File: config.mk
export PLATFORM = sky130hd
export DESIGN_NAME = ram_port_arbiter
export DESIGN_NICKNAME = d
export VERILOG_FILES = /design/src/rtl/ram_arb_pkg.sv /design/src/rtl/ram_arb_addr_check.sv /design/src/rtl/ram_port_arbiter.sv
export SDC_FILE = /design/constraint.sdc
export NUM_CORES = 1
export LEC_CHECK = 0
export BUFFER_PORTS_ARGS = -buffer_cell sky130_fd_sc_hd__buf_2
export CORE_MARGIN = 4
export CORE_UTILIZATION = 47
export CTS_BUF_LIST = sky130_fd_sc_hd__clkbuf_2 sky130_fd_sc_hd__clkbuf_4 sky130_fd_sc_hd__clkbuf_8
export DETAILED_ROUTE_END_ITERATION = 10
export PLACE_DENSITY_LB_ADDON = 0.1
export SYNTH_ARGS = -nofsm -noshare
export SYNTH_HDL_FRONTEND = slang
export SYNTH_SLANG_ARGS = --single-unit
File: constraint.sdc
create_clock -name clk -period 4.45 [get_ports clk]
set_input_delay 0.89 -clock clk [delete_from_list [all_inputs] [get_ports clk]]
set_output_delay 0.89 -clock clk [all_outputs]
set_load 0.005 [all_outputs]
File: src/rtl/ram_arb_pkg.sv
// Shared types and address-window constants for the two-port RAM arbiter.
package ram_arb_pkg;

   typedef enum logic {IDLE, ISSUE} arb_state_t;
   typedef logic port_idx_t;

   localparam logic [31:0] DATA_BASE   = 32'h0000_1000;
   localparam logic [31:0] DATA_END    = 32'h0000_3000;
   localparam logic [31:0] UART_ADDR   = 32'h0000_4000;
   localparam logic [31:0] STACK_TOP   = 32'hFFFF_FFFC;
   localparam int          STACK_WORDS = 10;
   localparam logic [31:0] STACK_BASE  = STACK_TOP - 32'(4 * (STACK_WORDS - 1));

   function automatic logic [1:0] port_onehot(input port_idx_t p);
      return p ? 2'b10 : 2'b01;
   endfunction

endpackage

File: src/rtl/ram_arb_addr_check.sv
// Combinational legality decode for one RAM access: aligned and inside an allowed window.
module ram_arb_addr_check
   import ram_arb_pkg::*;
#(
   parameter int AW = 32
) (
   input  logic [AW-1:0] addr,
   input  logic          we,
   output logic          legal
);

   logic [31:0] a;
   logic        aligned, in_data, is_uart, in_stack;

   assign a        = 32'(addr);
   assign aligned  = (a[1:0] == 2'b00);
   assign in_data  = (a >= DATA_BASE) && (a < DATA_END);
   assign is_uart  = (a == UART_ADDR) && !we;   // UART window is read only
   assign in_stack = (a >= STACK_BASE) && (a <= STACK_TOP);
   assign legal    = aligned && (in_data || is_uart || in_stack);

endmodule

File: src/rtl/ram_port_arbiter.sv
// Two-requester arbiter for the single RAM port: fixed priority to port 0 with a port 1 anti-starvation counter.
// Defining ARB_ADDR_CHECK_EN adds err_o and blocks writes/reads outside the legal address windows.
module ram_port_arbiter
   import ram_arb_pkg::*;
#(
   parameter int AW       = 32,
   parameter int DW       = 32,
   parameter int MAX_WAIT = 4
) (
   input  logic          clk,
   input  logic          rst,
   input  logic [1:0]    req_i,
   input  logic [1:0]    we_i,
   input  logic [AW-1:0] addr_i  [2],
   input  logic [DW-1:0] wdata_i [2],
   output logic [1:0]    gnt_o,
   output logic [1:0]    rvalid_o,
   output logic [DW-1:0] rdata_o,
`ifdef ARB_ADDR_CHECK_EN
   output logic [1:0]    err_o,
`endif
   output logic          mem_we_o,
   output logic [AW-1:0] mem_addr_o,
   output logic [DW-1:0] mem_wdata_o,
   input  logic [DW-1:0] mem_rdata_i
);

   localparam logic [3:0] WAIT_MAX = 4'(MAX_WAIT);

   arb_state_t state;
   port_idx_t  win, cur;
   logic [3:0] wait_cnt;
   logic       win_legal, cur_illegal;

   // Port 1 wins when it is the only requester or has waited MAX_WAIT arbitrations.
   always_comb begin
      win = 1'b0;
      if (req_i[1] && (wait_cnt == WAIT_MAX || !req_i[0]))
         win = 1'b1;
   end

`ifdef ARB_ADDR_CHECK_EN
   ram_arb_addr_check #(.AW(AW)) u_addr_check (
      .addr  (addr_i[win]),
      .we    (we_i[win]),
      .legal (win_legal)
   );
`else
   assign win_legal = 1'b1;
`endif

   always_ff @(posedge clk or posedge rst) begin
      if (rst) begin
         state       <= IDLE;
         cur         <= 1'b0;
         cur_illegal <= 1'b0;
         wait_cnt    <= '0;
         gnt_o       <= '0;
         rvalid_o    <= '0;
         rdata_o     <= '0;
         mem_we_o    <= 1'b0;
         mem_addr_o  <= '0;
         mem_wdata_o <= '0;
`ifdef ARB_ADDR_CHECK_EN
         err_o       <= '0;
`endif
      end else begin
         case (state)
            IDLE: begin
               rvalid_o <= '0;
               mem_we_o <= 1'b0;
`ifdef ARB_ADDR_CHECK_EN
               err_o    <= '0;
`endif
               if (req_i[1] && !win)
                  wait_cnt <= (wait_cnt == WAIT_MAX) ? wait_cnt : wait_cnt + 4'd1;
               else
                  wait_cnt <= '0;
               if (|req_i) begin
                  state       <= ISSUE;
                  cur         <= win;
                  cur_illegal <= !win_legal;
                  gnt_o       <= port_onehot(win);
                  mem_we_o    <= we_i[win] && win_legal;
                  mem_addr_o  <= addr_i[win];
                  mem_wdata_o <= wdata_i[win];
               end
            end
            ISSUE: begin
               state    <= IDLE;
               gnt_o    <= '0;
               mem_we_o <= 1'b0;
               rvalid_o <= port_onehot(cur);
               rdata_o  <= cur_illegal ? '1 : mem_rdata_i;
`ifdef ARB_ADDR_CHECK_EN
               err_o    <= cur_illegal ? port_onehot(cur) : 2'b00;
`endif
            end
            default: state <= IDLE;
         endcase
      end
   end

endmodule

==> results.ini, run 1 <==
[finish]
ff_latch_area_sq_um=2678
layout_common_cells=buf_2, nand2_1, dfrtp_1, nand4_1, o211ai_2
drive_gt1_frac=0.5048
layout_commonest_cell=buf_2
area_delta_synth_final_pct=29.86
fin_nets=886
fillers=901
multiInputGateArea_sq_um=2152

[sta]
skew_ps=10.94
fin_crit_ps=2320
finalCritPeriodShare=0.5213
finalWorstSetupSlack_ps=2130
final-max-slew-violation-count=0
timing_hold_violations_final=0
worst_slew_pin_slew_ps=971.2
worst_hold_slack_ps=458.9
setup-violations-final=0
finalSetupTns_ps=0
rsz0062_at_grt=no
max_freq_mhz=431.1
slew_headroom=0.3526

[floorplan]
die_y_microns=112.0
die_w_microns=112.0
core_sq_um=10420
io_pins=267
die-area_sq_um=12550
start_util=0.4883
fp-row-count=37

[setup_path]
end_kind=flop
r2r_start=wait_cnt[0]$_DFFE_PP0P_
crit_required_ps=4650
cp_slowest_cell=clkinv_2
path_max_fanout=71
startpoint_type=input pin
worstPathArrival_ps=2520
reg2reg_slack_ps=2420
r2r_end=mem_addr_o[24]$_DFFE_PP0P_
critPathBufInv=3
critPathMaxStageDelay_ps=600
cpLargestDelayFamily=buffers and inverters
path_cells=buf_2 > o21bai_4 > clkinv_2 > buf_12 > nand4_1 > o211ai_1
worst-setup-path-type=in2reg
reg2reg_depth=5

[hold_path]
holdPathStages=1
min-delay-start=cur$_DFFE_PP0P_
min_to=rvalid_o[0]$_DFF_PP0_
hp-class=reg2reg

[drt]
drc=0
avgRoutedWirePerCell_microns=17.24
drtPass1Iterations=4
drt-total-wl_mm=14.83
vias=4689
antenna_left=0
drt-initial-drc-count=442
vias_per_cell=5.452

[job]
cap_violations=0

[clock_network]
clock-sinks=107
cts-hold-fix-buffers=0
post_cts_buffers=0
cts_buffers=9
cts_tree=done
insertion_delay_ps=360
ctsHtreeMaxLevel=3
cts_resized=0
clkTransAtPathRegs_ps=110
root_buffer=clkbuf_8
clk_path_buf_depth=2

[logic_synthesis]
synth_fa_ha_area_frac=0.004920
synth_xor_area_frac=0
yosysTopAreaCell=dfrtp_1
yosysWarningCount=0
synthTopCellsByArea=dfrtp_1, nand2_1, o211ai_2
synth_compound_area_frac=0.1451
synth_edf_count=0
synth_cell_types=31
synth_seq_cells=107
syn_area_per_cell_sq_um=10.57
yosysSeqAreaShare=0.5264
syn-cell-area_sq_um=5086
syn_nets=649
synth-simple-area-share=0.1998
async_flop_share=1.000
synth_top_area_frac=0.5264
synth_ff_type=dfrtp_1
muxShareOfSynthArea=0.07085
synth_cells=481
synth_top_family_by_area=simple AND/OR/NAND/NOR gates

[grt]
grt_first_pass_wirelength_mm=24.05
grt_pass1_vias=4714
grt_overflow_total=0
antenna_found_initial=1
grt_max_degree=72
grt_usage=0.2329

[pwr]
vdd_ir_drop_max_mv=0.1863
p_total_mw=2.499
p_per_area_nw_per_um2=378.3
p_leak_nw=3.320

[outcome]
status=complete, no violations

[place]
gp_routability_congestion=0.9332
io_buffers=266
pre_cts_ws_ps=1737
place_hpwl_mm=10.54

-- cells by family (layout without fill, tap and decap cells) --
logic type	count (synthesis)	in the layout
compound gates	73	73
other cells	0	1
fa+ha+maj	2	2
simple gates	216	216
flops	107	107
mux	32	32
buf+inv	51	293
-- worst max-delay path by stage --
stage | cells past startpoint | endpoint | start
after floorplan | 1 | cur$_DFFE_PP0P_ | rst
after global placement | 6 | mem_addr_o[21]$_DFFE_PP0P_ | req_i[0]
after detailed placement | 6 | mem_addr_o[24]$_DFFE_PP0P_ | req_i[0]
after CTS | 6 | mem_addr_o[24]$_DFFE_PP0P_ | req_i[0]
after global routing | 6 | mem_addr_o[18]$_DFFE_PP0P_ | req_i[0]
final | 6 | mem_addr_o[24]$_DFFE_PP0P_ | req_i[0]
-- registers in the layout (all words and copies together) (netlist names) --
register,cells
cur,1
gnt_o,2
mem_addr_o,32
mem_wdata_o,32
mem_we_o,1
rdata_o,32
rvalid_o,2
state,1
wait_cnt,4
-- cell type report --
class,instances,share of cell area
Clock inverter,6,0.007577
Tap cell,136,0.02576
Sequential cell,107,0.4054
Clock buffer,10,0.02084
Inverter,4,0.002841
Antenna cell,1,0.0003789
Multi-Input combinational cell,323,0.3258
Timing Repair Buffer,273,0.2114
-- power by group --
part	leakage, nW	switching (mW)	internal, mW
Clock	0.0891	0.348	0.224
Sequential	1.30	0.0908	1.15
Combinational	1.93	0.351	0.336
-- synth_stat cells, types with 2 or more instances --
master	instances
a21oi_1	3
and2_1	2
buf_6	5
inv_1	3
clkbuf_1	9
buf_4	4
o211ai_1	26
mux2_2	32
nor2_1	3
nand4_1	65
nand3_1	3
nor2b_1	3
o211ai_2	38
nand2_1	134
buf_1	9
dfrtp_1	107
buf_2	20
ha_1	2
-- routing by layer --
| metal | up-vias | wire length [microns] | track usage |
|---|---|---|---|
| met5 | - | 0 | 0 |
| met1 | 2230 | 5853 | 0.2890 |
| met2 | 231 | 7415 | 0.4005 |
| met4 | 0 | 294 | 0.07131 |
| met3 | 23 | 1262 | 0.06146 |
| li1 | 2205 | - | - |
-- stage by stage --
step | utilization | instances | instance area [sq um]
global route | 0.6341 | 860 | 6605
CTS | 0.6339 | 859 | 6603
floorplan | - | 481 | 5086
global placement | 0.6159 | 843 | 6415
detailed placement | 0.6159 | 843 | 6415
finish | 0.6341 | 860 | 6605
(Power assumes the default switching activity.)
==> inputs of run 2 (changes only) <==
==> constraint.sdc (replaced) <==
create_clock -name clk -period 2.2 [get_ports clk]
set_input_delay 0.44 -clock clk [delete_from_list [all_inputs] [get_ports clk]]
set_output_delay 0.44 -clock clk [all_outputs]
set_load 0.005 [all_outputs]
==> results.ini, run 2 (synthesis gave the netlist of run 1 again) <==
[setup_path]
reg2reg_depth=6
reg2reg_slack_ps=520
crit_required_ps=2420
worstPathArrival_ps=1900
path_max_fanout=49
r2r_start=wait_cnt[0]$_DFFE_PP0P_
startpoint=wait_cnt[0]$_DFFE_PP0P_
worst-setup-path-type=reg2reg
r2r_end=mem_addr_o[18]$_DFFE_PP0P_
startpoint_type=flop
end_kind=flop
crit_path_end=mem_addr_o[18]$_DFFE_PP0P_

[pwr]
switching_share=0.3065
p_int_mw=3.540
p_per_area_nw_per_um2=761.5
seqPwrFrac=0.494
p_total_mw=5.104
power_frac_comb=0.276
p_clk_frac=0.231
p_leak_nw=3.375
power_switching_mw=1.565
vdd_ir_drop_max_mv=0.4251

[clock_network]
clkTransAtPathRegs_ps=100
clk_path_buf_depth=2
cts_buffers=9
cts-hold-fix-buffers=0
ctsHtreeMaxLevel=3
post_cts_buffers=0
cts_tree=done
insertion_delay_ps=360
root_buffer=clkbuf_8
cts_resized=0
clock-sinks=107

[sta]
final-max-slew-violation-count=0
worst_slew_pin_slew_ps=453.4
finalCritPeriodShare=0.7635
rsz0062_at_grt=no
skew_ps=11.98
slew_headroom=0.6978
max_freq_mhz=595.3
timing_hold_violations_final=0
fin_crit_ps=1680
setup-violations-final=0
finalSetupTns_ps=0

[job]
cap_violations=0

[place]
place_hpwl_mm=10.72
io_buffers=266
gp_routability_congestion=0.8315

[finish]
fillers=874
post-route-util=0.6435
top_regs=mem_addr_o (32), mem_wdata_o (32), rdata_o (32)
layout_commonest_cell=buf_2
fin_nets=893
area_delta_synth_final_pct=31.78
drive_gt1_frac=0.5096
layout_common_cells=buf_2, nand2_1, dfrtp_1, nand4_1, o211ai_2

[floorplan]
core_sq_um=10420
die_w_microns=112.0
die-area_sq_um=12550
fp-row-count=37
io_pins=267
start_util=0.4883
die_y_microns=112.0

[hold_path]
hp-class=in2async

[grt]
grt_overflow_total=0
grt_usage=0.2302
antenna_found_initial=1
grt_max_degree=93
grt_first_pass_wirelength_mm=23.72
grt_pass1_vias=4657

[drt]
vias=4661
drtPass1Iterations=5
antenna_left=0
drt-initial-drc-count=587
avgRoutedWirePerCell_microns=17.13
drc=0
drt-total-wl_mm=14.85
vias_per_cell=5.376

[outcome]
status=complete, no violations

[run 2: cell count changes in the layout (fill, tap and decap cells not counted)]
cell	before	now
clkinv_2	1	2
inv_4	1	0
clkbuf_8	10	12
buf_12	1	4
buf_4	6	10
clkinv_4	3	1
clkbuf_4	0	1
inv_6	1	0
[run 2: worst max-delay path, stage by stage (launching register included)]
cell      delay [ps]
dfrtp_1          410
inv_1             70
ha_1             220
nand4b_1         170
and2_4           190
buf_12           270
o211ai_1         160
[run 2: per-layer routing]
metal  vias to the layer above  track usage  routed length [microns]
met5                         -            0                        0
met4                         0      0.06330                      200
met3                        15      0.05013                     1042
met2                       198       0.3925                     7431
met1                      2232       0.2983                     6177
li1                       2216            -                        -
[run 2: layout make-up]
class	instances	area [sq um]	area share
Inverter	4	20.02	0.002987
Timing Repair Buffer	280	1486	0.2218
Clock buffer	13	172.7	0.02576
Sequential cell	107	2678	0.3995
Multi-Input combinational cell	323	2152	0.3211
Clock inverter	3	21.27	0.003173
Tap cell	136	170.2	0.02539
Antenna cell	1	2.502	0.0003733
[run 2: worst min-delay path by stage]
| stage | end | cells past startpoint | slack (ps) | start |
|---|---|---|---|---|
| after global routing | gnt_o[1]$_DFFE_PP0P_ | 3 | 180 | rst |
| final | gnt_o[1]$_DFFE_PP0P_ | 3 | 160 | rst |
| after detailed placement | rvalid_o[0]$_DFF_PP0_ | 1 | 460 | cur$_DFFE_PP0P_ |
| after global placement | rvalid_o[0]$_DFF_PP0_ | 1 | 450 | cur$_DFFE_PP0P_ |
| after floorplan | rvalid_o[0]$_DFF_PP0_ | 1 | 420 | cur$_DFFE_PP0P_ |
| after CTS | wait_cnt[3]$_DFFE_PP0P_ | 3 | 190 | rst |
[run 2: power by group through the flow]
| stage | clock, mW | sequential, mW | combinational (mW) |
|---|---|---|---|
| 3_3_place_gp | 0 | 2.54 | 1.39 |
| 4_1_cts | 1.21 | 2.52 | 1.43 |
| 3_5_place_dp | 0 | 2.55 | 1.43 |
| 6_report | 1.18 | 2.52 | 1.41 |
| 5_1_grt | 1.29 | 2.57 | 1.56 |
| 2_1_floorplan | 0 | 2.57 | 0.727 |
[run 2: per-stage QoR]
stage / setup WS [ps] / hold slack, ps / instance area (sq um) / cells
2_1_floorplan: 472.5 / 416.8 / 5090 / 481
3_3_place_gp: 635.1 / 449.2 / 6506 / 850
3_5_place_dp: 548.2 / 457.9 / 6506 / 850
4_1_cts: 527.9 / 186.5 / 6700 / 866
5_1_grt: 453.7 / 175.8 / 6703 / 867
6_report: 520.2 / 162.8 / 6703 / 867
==> inputs of run 3 (changes only) <==
--- a/config.mk
+++ b/config.mk
@@ -5,9 +5,10 @@
 export SDC_FILE = /design/constraint.sdc
 export NUM_CORES = 1
 export LEC_CHECK = 0
+export ABC_AREA = 1
 export BUFFER_PORTS_ARGS = -buffer_cell sky130_fd_sc_hd__buf_2
 export CORE_MARGIN = 4
-export CORE_UTILIZATION = 47
+export CORE_UTILIZATION = 48
 export CTS_BUF_LIST = sky130_fd_sc_hd__clkbuf_2 sky130_fd_sc_hd__clkbuf_4 sky130_fd_sc_hd__clkbuf_8
 export DETAILED_ROUTE_END_ITERATION = 10
 export PLACE_DENSITY_LB_ADDON = 0.1
==> constraint.sdc (replaced) <==
create_clock -name clk -period 1.6 [get_ports clk]
set_input_delay 0.32 -clock clk [delete_from_list [all_inputs] [get_ports clk]]
set_output_delay 0.32 -clock clk [all_outputs]
set_load 0.005 [all_outputs]
==> results.ini, run 3 <==
[outcome]
status=complete, no violations

[drt]
drc=0
drt-initial-drc-count=279
vias_per_cell=4.678
avgRoutedWirePerCell_microns=13.40
antenna_left=0
drt-total-wl_mm=15.19
drtPass1Iterations=4
vias=5305

[sta]
final-max-slew-violation-count=0
max_freq_mhz=687.2
worst_slew_pin_slew_ps=354.7
setup-violations-final=0
fin_crit_ps=1455
timing_hold_violations_final=0
rsz0062_at_grt=no
skew_ps=18.12
finalCritPeriodShare=0.9095
slew_headroom=0.7636
worst_hold_slack_ps=132.4

[logic_synthesis]
yosysWarningCount=0
synth_top_area_frac=0.5032
syn_nets=903
synth_cell_types=18
synth_cells=735
yosysMostFrequentCell=nand2_1
synth_ff_type=dfrtp_1
yosysTopAreaCell=dfrtp_1
yosysSeqAreaShare=0.5032
synth_edf_count=0
synthTopCellsByArea=dfrtp_1, nand2_1, nand3_1
async_flop_share=1.000
synth_seq_cells=107
syn-cell-area_sq_um=5321
syn_area_per_cell_sq_um=7.240
yosys-top-cells-count=nand2_1, inv_1, nand3_1, dfrtp_1, clkbuf_1

[finish]
drive_gt1_frac=0.3119
ff_latch_area_sq_um=2678
diodes=0
area_delta_synth_final_pct=33.81
design_area_sq_um=7121
multiInputGateArea_sq_um=1921
layout_commonest_cell=nand2_1
post-route-util=0.6569
layout_common_cells=nand2_1, buf_2, inv_1, nand3_1, dfrtp_1
fin_nets=1157
top_regs=mem_addr_o (32), mem_wdata_o (32), rdata_o (32)
fillers=1050

[place]
io_buffers=266
placed_area_sq_um=6819
place_hpwl_mm=10.71
gp_routability_congestion=0.8020

[pwr]
vdd_ir_drop_max_mv=0.4727
p_total_mw=7.079
p_per_area_nw_per_um2=994.1
p_leak_nw=4.523

[floorplan]
die-area_sq_um=12830
io_pins=267
start_util=0.4909
die_w_microns=113.3
core_sq_um=10840
die_y_microns=113.3
fp-row-count=38

[grt]
grt_pass1_vias=4905
grt_first_pass_wirelength_mm=23.63
antenna_found_initial=1
grt_overflow_total=0
grt_usage=0.2261
grt_max_degree=68

[setup_path]
worst-setup-path-type=reg2reg
startpoint_type=flop
crit_required_ps=1860
worstPathArrival_ps=1720
end_kind=flop
path_max_fanout=22

[clock_network]
insertion_delay_ps=370
clkTransAtPathRegs_ps=130
post_cts_buffers=0
ctsHtreeMaxLevel=3
cts_tree=done
cts_buffers=9
root_buffer=clkbuf_8
clock-sinks=107
clk_path_buf_depth=2

[job]
cap_violations=0

[hold_path]
hp-class=in2reg

run 3: cell count changes after synthesis, sizes merged, moves of 3 or more:
cell	delta
nand3	+129
mux2	-32
inv	+132
nand2	+166
nor2	+3
o21ai	+3
nor2b	-3
buf	-11
o211ai	-64
nand4	-64
clkbuf	+7
run 3: worst paths after layout:
path,slack [ps],from,depth (start not counted),end
setup / recovery,140,wait_cnt[1]$_DFFE_PP0P_,8,mem_wdata_o[19]$_DFFE_PP0P_
hold / removal,130,mem_rdata_i[6],3,rdata_o[6]$_DFFE_PP0P_
setup reg to reg,140,wait_cnt[1]$_DFFE_PP0P_,8,mem_wdata_o[19]$_DFFE_PP0P_
hold reg to reg,480,rdata_o[17]$_DFFE_PP0P_,2,rdata_o[17]$_DFFE_PP0P_
max in group asynchronous,590,rst,4,rdata_o[31]$_DFFE_PP0P_
min in group asynchronous,420,rst,3,mem_addr_o[20]$_DFFE_PP0P_
run 3: area by class of cell:
class                           count  share of cell area
Clock buffer                        9             0.01740
Clock inverter                      7             0.01283
Inverter                          136             0.07222
Multi-Input combinational cell    449              0.2697
Sequential cell                   107              0.3760
Tap cell                          140             0.02460
Timing Repair Buffer              286              0.2272
run 3: stage by stage:
stage	cells	worst slack [ps]	TNS [ps]
2_1_floorplan	735	-7.516	-804.2
3_3_place_gp	1115	158.8	0
3_5_place_dp	1115	105.0	0
4_1_cts	1132	69.48	0
5_1_grt	1134	34.03	0
6_report	1134	144.8	0
run 3: power by group:
part	total [mW]	leakage, nW	switching (mW)	internal (mW)
registers	3.45	1.31	0.263	3.19
clock network	1.72	0.108	1.08	0.645
logic	1.91	3.11	1.05	0.861
total	7.08	4.52	2.39	4.69
run 3: worst max-delay path, cell delays in order, from the launching register on:
cell and delay, ps:
dfrtp_1 420, inv_1 70, ha_1 150, nand3_2 100
nand2_4 130, buf_6 210, nand3_1 110, nand3_1 110
nand2_1 50
run 3: cell families (layout without fill, tap and decap cells):
logic type | Yosys count | in the layout | synth area share
buffers and inverters | 179 | 438 | 0.1401
flip-flops | 107 | 107 | 0.5032
XOR/XNOR | 2 | 2 | 0.003292
AO/OA/AOI/OAI | 6 | 6 | 0.006113
adder cells (fa/ha/maj) | 2 | 2 | 0.004702
AND/OR/NAND/NOR | 439 | 439 | 0.3426
run 3: timing repair:
item	in CTS	in global routing
endpoints found under the hold margin	4	0
endpoints found under the setup margin	0	39
hold buffers	1	0
gates resized for setup	0	6
run 3: routing by layer:
| metal | up-vias | routed length (microns) | share of wire | GRT usage |
|---|---|---|---|---|
| met5 | - | 13 | 0.00086 | 0 |
| met4 | 2 | 346 | 0.023 | 0.07532 |
| met3 | 30 | 1095 | 0.072 | 0.04225 |
| met2 | 210 | 7445 | 0.49 | 0.3776 |
| met1 | 2370 | 6291 | 0.41 | 0.2976 |
| li1 | 2693 | - | - | - |
